File: src/rtl/fastserial_pkg.sv
// Shared definitions for the fast-serial receiver: FSM encoding and frame geometry.
package fastserial_pkg;

   typedef enum logic [1:0] {
      ST_IDLE = 2'd0,
      ST_DATA = 2'd1,
      ST_SRC  = 2'd2
   } rx_state_e;

   localparam int unsigned DATA_BITS_DEFAULT = 8;
   // Start bit + payload + source bit; no stop bit.
   localparam int unsigned FRAME_BITS = DATA_BITS_DEFAULT + 2;

endpackage

File: src/rtl/fastserial_rx_fifo.sv
// First-word-fall-through receive buffer; pointers carry an extra MSB for full/empty.
module fastserial_rx_fifo #(
   parameter int WIDTH = 9,
   parameter int DEPTH = 4
) (
   input  logic             i_clk,
   input  logic             i_rst_n,
   input  logic             i_push,
   input  logic [WIDTH-1:0] i_wdata,
   input  logic             i_pop,
   output logic [WIDTH-1:0] o_rdata,
   output logic             o_full,
   output logic             o_empty
);

   localparam int AW = $clog2(DEPTH);

   logic [WIDTH-1:0] mem_q [DEPTH];
   logic [AW:0]      wr_q, wr_d;
   logic [AW:0]      rd_q, rd_d;
   logic             wr_en, rd_en;

   assign o_empty = (wr_q == rd_q);
   assign o_full  = (wr_q[AW] != rd_q[AW]) && (wr_q[AW-1:0] == rd_q[AW-1:0]);
   assign rd_en   = i_pop & ~o_empty;
   // A pop in the same cycle frees the slot the push lands in, so a full buffer still accepts.
   assign wr_en   = i_push & (~o_full | rd_en);
   assign wr_d    = wr_q + {{AW{1'b0}}, wr_en};
   assign rd_d    = rd_q + {{AW{1'b0}}, rd_en};

   always_ff @(posedge i_clk or negedge i_rst_n) begin
      if (!i_rst_n) begin
         wr_q <= '0;
         rd_q <= '0;
      end else begin
         wr_q <= wr_d;
         rd_q <= rd_d;
      end
   end

   always_ff @(posedge i_clk) begin
      if (wr_en) mem_q[wr_q[AW-1:0]] <= i_wdata;
   end

   assign o_rdata = o_empty ? '0 : mem_q[rd_q[AW-1:0]];

endmodule

File: src/rtl/fastserial_rx.sv
// Fast-serial frame receiver: start(0), DATA_BITS LSB first, source bit, into a FIFO.
// Define FASTSERIAL_RX_SYNC_EN to add 2-flop synchronizers on i_fsclk and i_fsdo.
module fastserial_rx
   import fastserial_pkg::*;
#(
   parameter int DATA_BITS  = DATA_BITS_DEFAULT,
   parameter int FIFO_DEPTH = 4
) (
   input  logic                 i_clk,
   input  logic                 i_rst_n,
   input  logic                 i_fsclk,
   input  logic                 i_fsdo,
   output logic [DATA_BITS-1:0] o_data,
   output logic                 o_src,
   output logic                 o_valid,
   input  logic                 i_ready,
   output logic                 o_overrun,
   input  logic                 i_clr_overrun,
   output logic [1:0]           o_dbg_state
);

   localparam int CNT_W = (DATA_BITS > 1) ? $clog2(DATA_BITS) : 1;

   logic [1:0]           rst_sync_q;
   logic                 rst_n;
   logic                 fsclk_s, fsdo_s;
   logic                 fsclk_prev_q;
   logic                 sample;
   rx_state_e            state_q, state_d;
   logic [CNT_W-1:0]     cnt_q, cnt_d;
   logic [DATA_BITS-1:0] shift_q, shift_d;
   logic                 push_req;
   logic [DATA_BITS:0]   push_word;
   logic [DATA_BITS:0]   head_word;
   logic                 fifo_full, fifo_empty;
   logic                 pop;
   logic                 ovr_q, ovr_d;

   // Assert asynchronously, release two i_clk edges later.
   always_ff @(posedge i_clk or negedge i_rst_n) begin
      if (!i_rst_n) rst_sync_q <= 2'b00;
      else          rst_sync_q <= {rst_sync_q[0], 1'b1};
   end
   assign rst_n = rst_sync_q[1];

`ifdef FASTSERIAL_RX_SYNC_EN
   logic [1:0] fsclk_sync_q, fsdo_sync_q;
   always_ff @(posedge i_clk or negedge rst_n) begin
      if (!rst_n) begin
         fsclk_sync_q <= 2'b11;
         fsdo_sync_q  <= 2'b11;
      end else begin
         fsclk_sync_q <= {fsclk_sync_q[0], i_fsclk};
         fsdo_sync_q  <= {fsdo_sync_q[0], i_fsdo};
      end
   end
   assign fsclk_s = fsclk_sync_q[1];
   assign fsdo_s  = fsdo_sync_q[1];
`else
   assign fsclk_s = i_fsclk;
   assign fsdo_s  = i_fsdo;
`endif

   // Previous level resets high so a line already high after reset is not an edge.
   always_ff @(posedge i_clk or negedge rst_n) begin
      if (!rst_n) fsclk_prev_q <= 1'b1;
      else        fsclk_prev_q <= fsclk_s;
   end
   assign sample = fsclk_s & ~fsclk_prev_q;

   always_ff @(posedge i_clk or negedge rst_n) begin
      if (!rst_n) begin
         state_q <= ST_IDLE;
         cnt_q   <= '0;
         shift_q <= '0;
      end else begin
         state_q <= state_d;
         cnt_q   <= cnt_d;
         shift_q <= shift_d;
      end
   end

   always_comb begin
      state_d = state_q;
      cnt_d   = cnt_q;
      shift_d = shift_q;
      case (state_q)
         ST_IDLE: begin
            if (sample && !fsdo_s) begin
               state_d = ST_DATA;
               cnt_d   = '0;
            end
         end
         ST_DATA: begin
            if (sample) begin
               shift_d = {fsdo_s, shift_q[DATA_BITS-1:1]};
               if (cnt_q == CNT_W'(DATA_BITS - 1)) state_d = ST_SRC;
               else                                cnt_d   = cnt_q + 1'b1;
            end
         end
         ST_SRC: begin
            if (sample) state_d = ST_IDLE;
         end
         default: state_d = ST_IDLE;
      endcase
   end

   always_comb begin
      push_req  = (state_q == ST_SRC) && sample;
      push_word = {fsdo_s, shift_q};
   end

   assign pop   = o_valid & i_ready;
   // A set in the same cycle as a clear wins.
   assign ovr_d = (push_req & fifo_full & ~pop) | (ovr_q & ~i_clr_overrun);

   always_ff @(posedge i_clk or negedge rst_n) begin
      if (!rst_n) ovr_q <= 1'b0;
      else        ovr_q <= ovr_d;
   end

   fastserial_rx_fifo #(
      .WIDTH (DATA_BITS + 1),
      .DEPTH (FIFO_DEPTH)
   ) u_fifo (
      .i_clk   (i_clk),
      .i_rst_n (rst_n),
      .i_push  (push_req),
      .i_wdata (push_word),
      .i_pop   (pop),
      .o_rdata (head_word),
      .o_full  (fifo_full),
      .o_empty (fifo_empty)
   );

   assign o_valid     = ~fifo_empty;
   assign o_data      = head_word[DATA_BITS-1:0];
   assign o_src       = head_word[DATA_BITS];
   assign o_overrun   = ovr_q;
   assign o_dbg_state = state_q;

endmodule

File: config.mk
export PLATFORM = sky130hd
export DESIGN_NAME = fastserial_rx
export DESIGN_NICKNAME = d
export VERILOG_FILES = /design/src/rtl/fastserial_pkg.sv /design/src/rtl/fastserial_rx_fifo.sv /design/src/rtl/fastserial_rx.sv
export SDC_FILE = /design/constraint.sdc
export NUM_CORES = 1
export LEC_CHECK = 0
export ABC_AREA = 1
export ABC_CLOCK_PERIOD_IN_PS = 1600
export BUFFER_PORTS_ARGS = -buffer_cell sky130_fd_sc_hd__buf_2
export CAP_MARGIN = 25
export CORE_ASPECT_RATIO = 2
export CORE_UTILIZATION = 46
export CTS_BUF_LIST = sky130_fd_sc_hd__clkbuf_4
export DETAILED_ROUTE_END_ITERATION = 16
export PLACE_DENSITY_LB_ADDON = 0.1
export RECOVER_POWER = 25
export SETUP_SLACK_MARGIN = 0.2
export SLEW_MARGIN = 20
export SYNTH_ARGS = -nofsm -noshare
export SYNTH_HDL_FRONTEND = slang
export SYNTH_SLANG_ARGS = --single-unit
export TNS_END_PERCENT = 100
File: constraint.sdc
create_clock -name i_clk -period 1.6 [get_ports i_clk]
set_input_delay 0.32 -clock i_clk [delete_from_list [all_inputs] [get_ports i_clk]]
set_output_delay 0.32 -clock i_clk [all_outputs]
set_load 0.02 [all_outputs]
### Word-level counts from Yosys, hierarchy flattened

Memories as Yosys holds them, arrays and structs flattened.
Cells that the tools add are included.

| word-level totals | value |
|---|---|
| input bits | 6 |
| bits in writable memories | 36 |
| memories kept | 1 |
| register bits after elaboration | 23 |
| output and inout bits | 13 |
| word-level logic and storage cells | 58 |

Memories:

| memory | words | bits a word | rd ports | clocked after memory_dff | wr ports | RTL line | text |
|---|---|---|---|---|---|---|---|
| u_fifo.mem_q | 4 | 9 | 1 | 0 | 1 | fastserial_rx_fifo.sv:18 | `logic [WIDTH-1:0] mem_q [DEPTH];` |

| operators by class | value |
|---|---|
| reductions and logical operators | 9 |
| equal/unequal tests | 11 |
| multiplexer cells | 12 |
| bitwise gates (word level) | 14 |
| add/subtract/negate cells | 3 |

Operators by type and width:

| operator | count |
|---|---|
| != test 2 bit, second input constant | 5 |
| 2-to-1 mux 3 bit | 3 |
| 2-to-1 mux 9 bit | 1 |
| 2-to-1 mux 2 bit | 4 |
| AND reduction 4 bit | 2 |
| bitwise AND 1 bit | 7 |
| adder 3 x 1 -> 3 bit | 2 |
| case mux 2 bit (3 select lines) | 1 |
| case mux 3 bit (2 select lines) | 1 |
| inverter 1 bit | 5 |
| adder 3 x 1 -> 3 bit, second input constant | 1 |
| equality test 3 bit | 1 |
| equality test 3 bit, second input constant | 1 |
| logical AND 1 bit | 3 |
| equality test 2 x 1 -> 1 bit, second input constant | 1 |
| equality test 2 bit | 1 |
| equality test 2 bit, second input constant | 1 |
| logical NOT 2 bit | 1 |
| 2-to-1 mux 1 bit | 2 |
| OR 1 bit | 2 |
| AND reduction 2 bit | 1 |
| nonzero test 2 bit | 1 |
| logical NOT 1 bit | 1 |
| != test 1 bit | 1 |

### Longest topological paths before layout

Gate-level depths: netlist (run 1).

| logic depth | value |
|---|---|
| depth after elaboration | 8 |
| mapped depth | 11 |
| depth with buffers taken out | 10 |

### Hierarchy

A second synthesis (run 1) with hierarchy kept.

| unflattened totals | value |
|---|---|
| cell total of the unflattened synthesis | 232 |
| area total of the unflattened synthesis | 2537.4 sq um |

Modules (own cells, without submodules):

| module | area an instance (sq um) | times used | seq. area each (sq um) | cells each |
|---|---|---|---|---|
| fastserial_rx_fifo | 1767.9 | 1 | 1231.2 | 148 |
| fastserial_rx | 769.5 | 1 | 426.7 | 84 |

### Worst setup path after synthesis (run 1)

Ideal clock, no wire load.

| timing path | value |
|---|---|
| kind | reg2reg |
| start point | reg state_q[1], in the netlist o_dbg_state[1] |
| end point | mem u_fifo.mem_q[0][0] (enable) |
| buffers on the path | 0 |
| arrival time | 1.379 ns |
| data required time | 1.226 ns |
| period minus slack after synthesis | 1.753 ns |
| path slack | -0.153 ns |
| library setup time | 0.374 ns |
| stages on the path, launching flop included | 5 |
| cell sequence | dfrtp_1 > inv_1 > nor3_1 > nand2_1 > nor2_1 |

| on the way | value |
|---|---|
| word-level cells in the longest chain between the ends | 5 |

RTL lines:

| item | RTL line | text |
|---|---|---|
| start: declaration | fastserial_rx.sv:29 | `rx_state_e state_q, state_d;` |
| start signal: assignment | fastserial_rx.sv:77 | `state_q <= state_d;` |
| equality test 2 bit | fastserial_rx.sv:109 | `push_req = (state_q == ST_SRC) && sample;` |
| logical AND 1 bit | fastserial_rx.sv:109 |  |
| bitwise AND 1 bit | fastserial_rx_fifo.sv:27 | `assign wr_en = i_push & (~o_full \| rd_en);` |
| 2-to-1 mux 1 bit | fastserial_rx_fifo.sv:42 | `if (wr_en) mem_q[wr_q[AW-1:0]] <= i_wdata;` |
| 2-to-1 mux 1 bit (implied by the code) | fastserial_rx_fifo.sv:42 |  |
| end: declaration | fastserial_rx_fifo.sv:18 |  |

No other way between the ends.

### Worst setup path after layout (run 1)

| timing path | value |
|---|---|
| start point | reg u_fifo.rd_q[0] |
| end point | out o_data[4] |

| on the way | value |
|---|---|
| word-level cells in the longest chain between the ends | 2 |
| elaborated cells on any way between the ends | 3 |
| classes of those cells | 1 x eq/ne; 1 x mux; 1 x memory |

RTL lines:

| item | RTL line | text |
|---|---|---|
| start: declaration | fastserial_rx_fifo.sv:20 | `logic [AW:0] rd_q, rd_d;` |
| start signal: assignment | fastserial_rx_fifo.sv:37 | `rd_q <= rd_d;` |
| memory (4 x 9 bit) / equality test 3 bit (equally long branches) | - |  |
| 2-to-1 mux 9 bit * | fastserial_rx_fifo.sv:45 | `assign o_rdata = o_empty ? '0 : mem_q[rd_q[AW-1:0]];` |
| end: declaration | fastserial_rx.sv:13 | `output logic [DATA_BITS-1:0] o_data,` |

Every way passes the cells marked *; elsewhere a longest branch is shown, timed or not.

==> results of run 1 <==
## per-layer routing
| layer | wire length (µm) | share of wire, % | vias to the layer above |
|---|---|---|---|
| li1 | - | - | 893 |
| met1 | 1780 | 36 | 788 |
| met2 | 2840 | 58 | 28 |
| met3 | 117 | 2.4 | 14 |
| met4 | 182 | 3.7 | 0 |
| met5 | 0 | 0 | - |
## cells in the mapped netlist (all sizes together)
cell and n:
nand3b 2, nor3 2, nand3 4, nand2 54, conb 1, o21ai 24, clkbuf 1, a21oi 4
edfxtp 36, inv 27, buf 5, nor2 48, dfrtp 22, xor2 2, dfstp 1, ha 6
## logic make-up after synthesis
family | share of synthesized area (%)
buf+inv | 6.06
xor+xnor | 0.690
compound gates | 6.85
flops | 65.3
simple gates | 17.9
other cells | 0.148
fa+ha+maj | 2.96
## repair_timing
action / 4_1_cts / 5_1_grt
endpoints found under the setup margin: 52 / 63
pin swaps: 1 / 5
endpoints found under the hold margin: 2 / 0
cloned: 0 / 2
setup buffers: 4 / 1
gates resized for setup: 38 / 19
hold buffers: 1 / 0
## through the flow
stage	setup TNS [ns]	instance area, µm²	instances	util, %	total power [W]
final	-5.80	3300	359	63.1	0.00514
after global routing	-10.23	3300	359	63.1	0.00553
after CTS	-6.51	3230	356	61.8	0.00507
after detailed placement	-4.86	2950	335	56.4	0.00399
after global placement	-4.20	2950	335	56.4	0.00398
after floorplan	-1.64	2570	239	-	0.00330
## state kept, by name, indices dropped and copies added, names as in the netlist
name	cells
cnt_q	3
o_dbg_state	2
u_fifo.mem_q	36
shift_q	8
o_overrun	1
rst_sync_q	2
fsclk_prev_q	1
u_fifo.wr_q	3
u_fifo.rd_q	3
## power groups by stage
stage,clock network [W],logic (W),registers [W]
after floorplan,0,0.00128,0.00202
after global placement,0,0.00189,0.00209
after detailed placement,0,0.00190,0.00210
after CTS,0.000913,0.00209,0.00207
after global routing,0.000963,0.00248,0.00209
final,0.000886,0.00219,0.00206
## cells in the final DEF, fill, tap and decap left out, types with 2 or more instances in the layout
cell type,count
ha_4,4
buf_4,18
nor2_1,38
edfxtp_1,36
o21ai_2,10
nand2_1,48
dfrtp_1,21
xor2_1,2
clkbuf_1,4
clkbuf_4,15
inv_2,15
nor2_2,4
nand3_4,2
buf_2,9
nand3_1,3
buf_6,11
nand2_2,6
inv_1,12
nor2_4,6
o21ai_0,6
nand3b_1,2
buf_12,7
o21ai_1,8
ha_1,2
a21oi_2,4
## cell type report
type                    instances  area (µm²)  share of cell area [%]
clock buffers                  15         113                    3.41
multi-input cells             149         882                    26.7
clock inverters                 1        3.75                   0.114
inverters                      27         101                    3.07
repair buffers                 50         469                    14.2
flip-flops and latches         59        1660                    50.3
well taps                      58        72.6                    2.20
## worst paths after layout
path,start,end,slack [ns],cells past startpoint
worst max-delay path,u_fifo.rd_q[0]$_DFF_PN0_,o_data[4],-0.35,9
worst min-delay path,rst_sync_q[1]$_DFF_PN0_,o_overrun$_DFF_PN0_,0.02,0
worst max register to register,u_fifo.rd_q[0]$_DFF_PN0_,u_fifo.mem_q[3][7]$_DFFE_PP_,-0.08,11
worst min register to register,rst_sync_q[1]$_DFF_PN0_,o_overrun$_DFF_PN0_,0.02,0
max in group asynchronous,rst_sync_q[1]$_DFF_PN0_,u_fifo.rd_q[0]$_DFF_PN0_,0.31,1
min in group i_clk,i_fsclk,fsclk_prev_q$_DFF_PN1_,0.16,1
## worst reg2reg max path: stages, from the launching register on
cell and delay (ns):
dfrtp_2 0.45, inv_2 0.07, nand2_1 0.04, nand2_1 0.07
nor2_2 0.05, buf_4 0.13, buf_6 0.11, nand2_2 0.05
nand2_2 0.06, buf_6 0.15, nor2_4 0.10, buf_12 0.13
==> flow_summary_export.csv, run 1 <==
group,metric,value,unit
setup_path,path_delay_family,"buffers and inverters",
clock_tree,clk-insertion-delay-late,0.40,ns
power,clkPwrFrac,17.2,%
setup_path,critPathSlowestCell,"dfrtp_2",
drt,ant_nets,0,
power,p_seq_share,40.1,%
setup_path,cp_data_required_time,1.28,ns
clock_tree,cts_buffer_depth,2,
setup_path,end_kind,"output pin",
power,p_sw_share,37.3,%
status,status,"finished with violations",
global_route,grt.overflow.total,0,
logic_synthesis,syn_inst,239,
clock_tree,cts_buffers,9,
power,p_per_area,1560,mW/mm²
drt,vias,1723,
sta,report.final.slew_viol_count,0,
clock_tree,clkSinkCount,59,
run,cap_viol_max_count,0,
power,p_switching,0.00192,W
min_path,hp-class,"flop to async pin",
clock_tree,h-tree-depth,3,
sta,worst_slew_pin_slew,1.10,ns
power,cellInternalPower,0.00322,W
sta,setup_viol,47,
logic_synthesis,syn_nets,251,
logic_synthesis,synth.area.top_cells,"edfxtp_1, dfrtp_1, nand2_1",
floorplan,die_w,54.5,µm
setup_path,cp_common_cell,"nand2_1",
logic_synthesis,post_synth_instance_area,0.00254,mm²
drt,drt_iter0_drc,27,
floorplan,die_h,107,µm
setup_path,critPathLaunchType,"flop",
setup_path,slowest_delay,0.45,ns
sta,relSlewSlack,26.5,%
global_route,met1_usage,19.2,%
drt,vias_per_cell,4.80,
drt,drt-pass1-iter-count,4,
setup_path,cp.buffers_inverters,4,
layout,drive_above_1_share,38.2,%
clock_tree,path_clk_slew,0.08,ns
global_route,grt_pass1_vias,1686,
drt,post_drt_wl_per_cell,13.7,µm
sta,setup_ws,-0.347,ns
clock_tree,cts_tree,"built",
global_route,grt_use_met2,36.3,%
floorplan,pin_count,19,
power,combinationalPowerShare,42.6,%
sta,fin_crit_sh,122,%
setup_path,crit_chain,"buf_12 > nor2_2 > nor2_1 > o21ai_1 > buf_4 > nand2_1 > nand2_1 > inv_2 > buf_6",
setup_path,crit_path_max_fanout,18,
floorplan,dieArea,0.00584,mm²
layout,diodes,0,
layout,syn2layout_area_growth,30.1,%
logic_synthesis,synth_top_area_share,42.6,%
logic_synthesis,yosys_register_bits,59,
sta,fmax,513,MHz
global_route,track_usage,20.3,%
global_route,top_usage_layer,"met2",
drt,drc,0,
floorplan,rows,37,
logic_synthesis,synth_top_area_cell,"edfxtp_1",
setup_path,cp.arrival,1.63,ns
logic_synthesis,synth_area_per_cell,10.6,µm²
setup_path,critical_path_class,"flop to output pin",
global_route,grt_first_pass_wirelength,7.75,mm
global_route,antenna_found_initial,0,
placement,io_buffer_count,18,
clock_tree,cts-root-buf,"clkbuf_4",
sta,hold_viol,0,
placement,dp_hpwl,3.54,mm
sta,fin_worst_skew,0.0122,ns
layout,n_fill_cell,442,
sta,fin_crit,1.95,ns
status,violations,"negative setup slack",
sta,grt_setup_unrepaired,"true",
logic_synthesis,ys_types,24,
floorplan,core_area,0.00523,mm²
floorplan,initial_core_util,48.5,%
global_route,met3_usage,4.26,%
global_route,grt_max_degree,21,
sta,whs,0.0160,ns
power,leakage,1.45,nW
placement,place.gp.congestion,0.833,
logic_synthesis,ys.warnings.count,0,
logic_synthesis,ys_seq_area_share,65.3,%
layout,nets,308,
power,irDropWorstVdd,1.15,mV
placement,pre_cts_ws,-0.139,ns
drt,wirelength,4.93,mm
Power figures use the tool's default switching activity.
==> run 2, diff against run 1 <==
CORE_ASPECT_RATIO = 0.75   (was 2)
CORE_UTILIZATION = 47   (was 46)
MAX_ROUTING_LAYER = met4   (was default)
==> run 2 against run 1 <==
Compared with the run above:
- the flow still finishes with violations (negative setup slack)
- global-route usage rose by 1.8 points
- sequential power barely moved
- sequential share of layout area fell by 2.1 points
- design area rose by 4.4%
- final cell count rose by 4.5%
==> flow_summary_export.csv, run 2 (synthesis gave the netlist of run 1 again) <==
group,metric,value,unit
status,status,"finished with violations",
status,violations,"negative setup slack",
clock_tree,path_clk_slew,0.10,ns
run,cap_viol_max_count,0,
layout,final_common_cell,"nor2_1",
placement,place.gp.congestion,0.737,
floorplan,die_h,65.6,µm
global_route,track_usage,22.2,%
layout,final_core_util,68.4,%
sta,setup_ws,-0.403,ns
clock_tree,clkSinkCount,59,
sta,setup_viol,48,
global_route,grt_max_degree,22,
layout,syn2layout_area_growth,35.7,%
drt,ant_nets,0,
drt,wirelength,5.51,mm
power,p_per_area,1620,mW/mm²
placement,io_buffer_count,18,
global_route,grt_pass1_vias,1737,
layout,design_area,0.00344,mm²
setup_path,crit_path_max_fanout,13,
layout,diodes,0,
sta,report.final.slew_viol_count,0,
layout,largest_reg_flops,36,
floorplan,pin_count,19,
layout,drive_above_1_share,41.3,%
drt,drc,0,
global_route,grt_first_pass_wirelength,8.70,mm
floorplan,dieArea,0.00570,mm²
sta,fin_crit_sh,125,%
sta,tns,-8.45,ns
floorplan,core_area,0.00504,mm²
sta,grt_setup_unrepaired,"true",
sta,hold_viol,0,
global_route,grt.overflow.total,0,
clock_tree,cts_tree,"built",
setup_path,cp.arrival,1.68,ns
layout,layout_common_cells,"nor2_1, nand2_1, edfxtp_1",
sta,fin_worst_skew,0.00691,ns
power,leakage,1.50,nW
setup_path,cp_data_required_time,1.28,ns
clock_tree,cts-root-buf,"clkbuf_4",
clock_tree,cts_buffer_depth,2,
placement,dp_hpwl,3.34,mm
setup_path,critPathLaunchType,"flop",
clock_tree,cts_buffers,9,
setup_path,end_kind,"output pin",
drt,drt_iter0_drc,170,
floorplan,die_w,86.8,µm
layout,nets,310,
drt,drt-pass1-iter-count,4,
drt,vias_per_cell,4.77,
floorplan,rows,22,
setup_path,critical_path_class,"flop to output pin",
sta,worst_slew_pin_slew,1.18,ns
power,irDropWorstVdd,0.760,mV
sta,fmax,499,MHz
sta,relSlewSlack,21.1,%
sta,fin_crit,2.00,ns
clock_tree,clk-insertion-delay-late,0.39,ns
clock_tree,h-tree-depth,3,
global_route,antenna_found_initial,0,
drt,post_drt_wl_per_cell,14.7,µm
drt,vias,1787,
placement,placed_area,0.00295,mm²
min_path,hp-class,"input pin to flop",
floorplan,initial_core_util,50.4,%
## run 2: cell types whose count changed in the layout (fill, tap and decap cells not counted), moves of 3 or more
cell and delta:
nand2_1 -12, o21ai_0 +7, buf_6 +9, o21ai_2 -3, buf_2 -5, nand2_4 +6
o21ai_1 -4, clkbuf_4 -6, nand2_2 +6
## run 2: layout make-up
type	instances	area, µm²
repair buffers	54	563
clock buffers	9	67.6
well taps	72	90.1
inverters	27	101
multi-input cells	147	906
clock inverters	7	58.8
fillers	392	1590
flip-flops and latches	59	1660
## run 2: report_power, final
group	internal, W	leakage [nW]	switching, W
registers	0.00185	0.612	0.000212
clock network	0.000455	0.0682	0.000531
logic	0.00114	0.819	0.00140
## run 2: metrics by stage
step | setup slack (ns) | instances | total power (W) | hold WS [ns]
2_1_floorplan | -0.0474 | 239 | 0.00330 | 0.0244
3_3_place_gp | -0.0913 | 348 | 0.00391 | 0.106
3_5_place_dp | -0.0783 | 348 | 0.00391 | 0.107
4_1_cts | -0.377 | 371 | 0.00503 | 0.129
5_1_grt | -0.490 | 375 | 0.00593 | 0.141
6_report | -0.403 | 375 | 0.00558 | 0.163
## run 2: final timing paths
kind / startpoint / slack [ns] / cells past startpoint / end
max in group asynchronous: rst_sync_q[1]$_DFF_PN0_ / 0.34 / 1 / shift_q[0]$_DFFE_PN0P_
setup / recovery: u_fifo.rd_q[0]$_DFF_PN0_ / -0.40 / 8 / o_src
min in group asynchronous: i_rst_n / 0.24 / 2 / rst_sync_q[1]$_DFF_PN0_
setup reg to reg: u_fifo.rd_q[1]$_DFF_PN0_ / -0.16 / 11 / u_fifo.mem_q[0][1]$_DFFE_PP_
hold reg to reg: rst_sync_q[0]$_DFF_PN0_ / 0.37 / 0 / rst_sync_q[1]$_DFF_PN0_
hold / removal: i_clr_overrun / 0.16 / 4 / o_overrun$_DFF_PN0_
## run 2: routing by layer
layer	global-route usage (%)	wire length [µm]
met1	29.4	2520
met2	32.6	2690
met3	7.16	265
met4	6.88	38
met5	-	0
## run 2: worst max-delay path, stage by stage (launching register included)
cell and delay [ns]:
dfrtp_1 0.45, buf_6 0.18, nor2_1 0.16, nor2_2 0.06, o21ai_1 0.10, nand2_1 0.12
nand2_4 0.08, inv_2 0.03, buf_6 0.11
## run 2: what timing repair did
item	CTS	global route
gates cloned	1	1
setup buffers	5	3
endpoints found under the setup margin	52	59
endpoints found under the hold margin	2	0
pin swaps	5	11
hold buffers	1	0
resized for setup	31	53
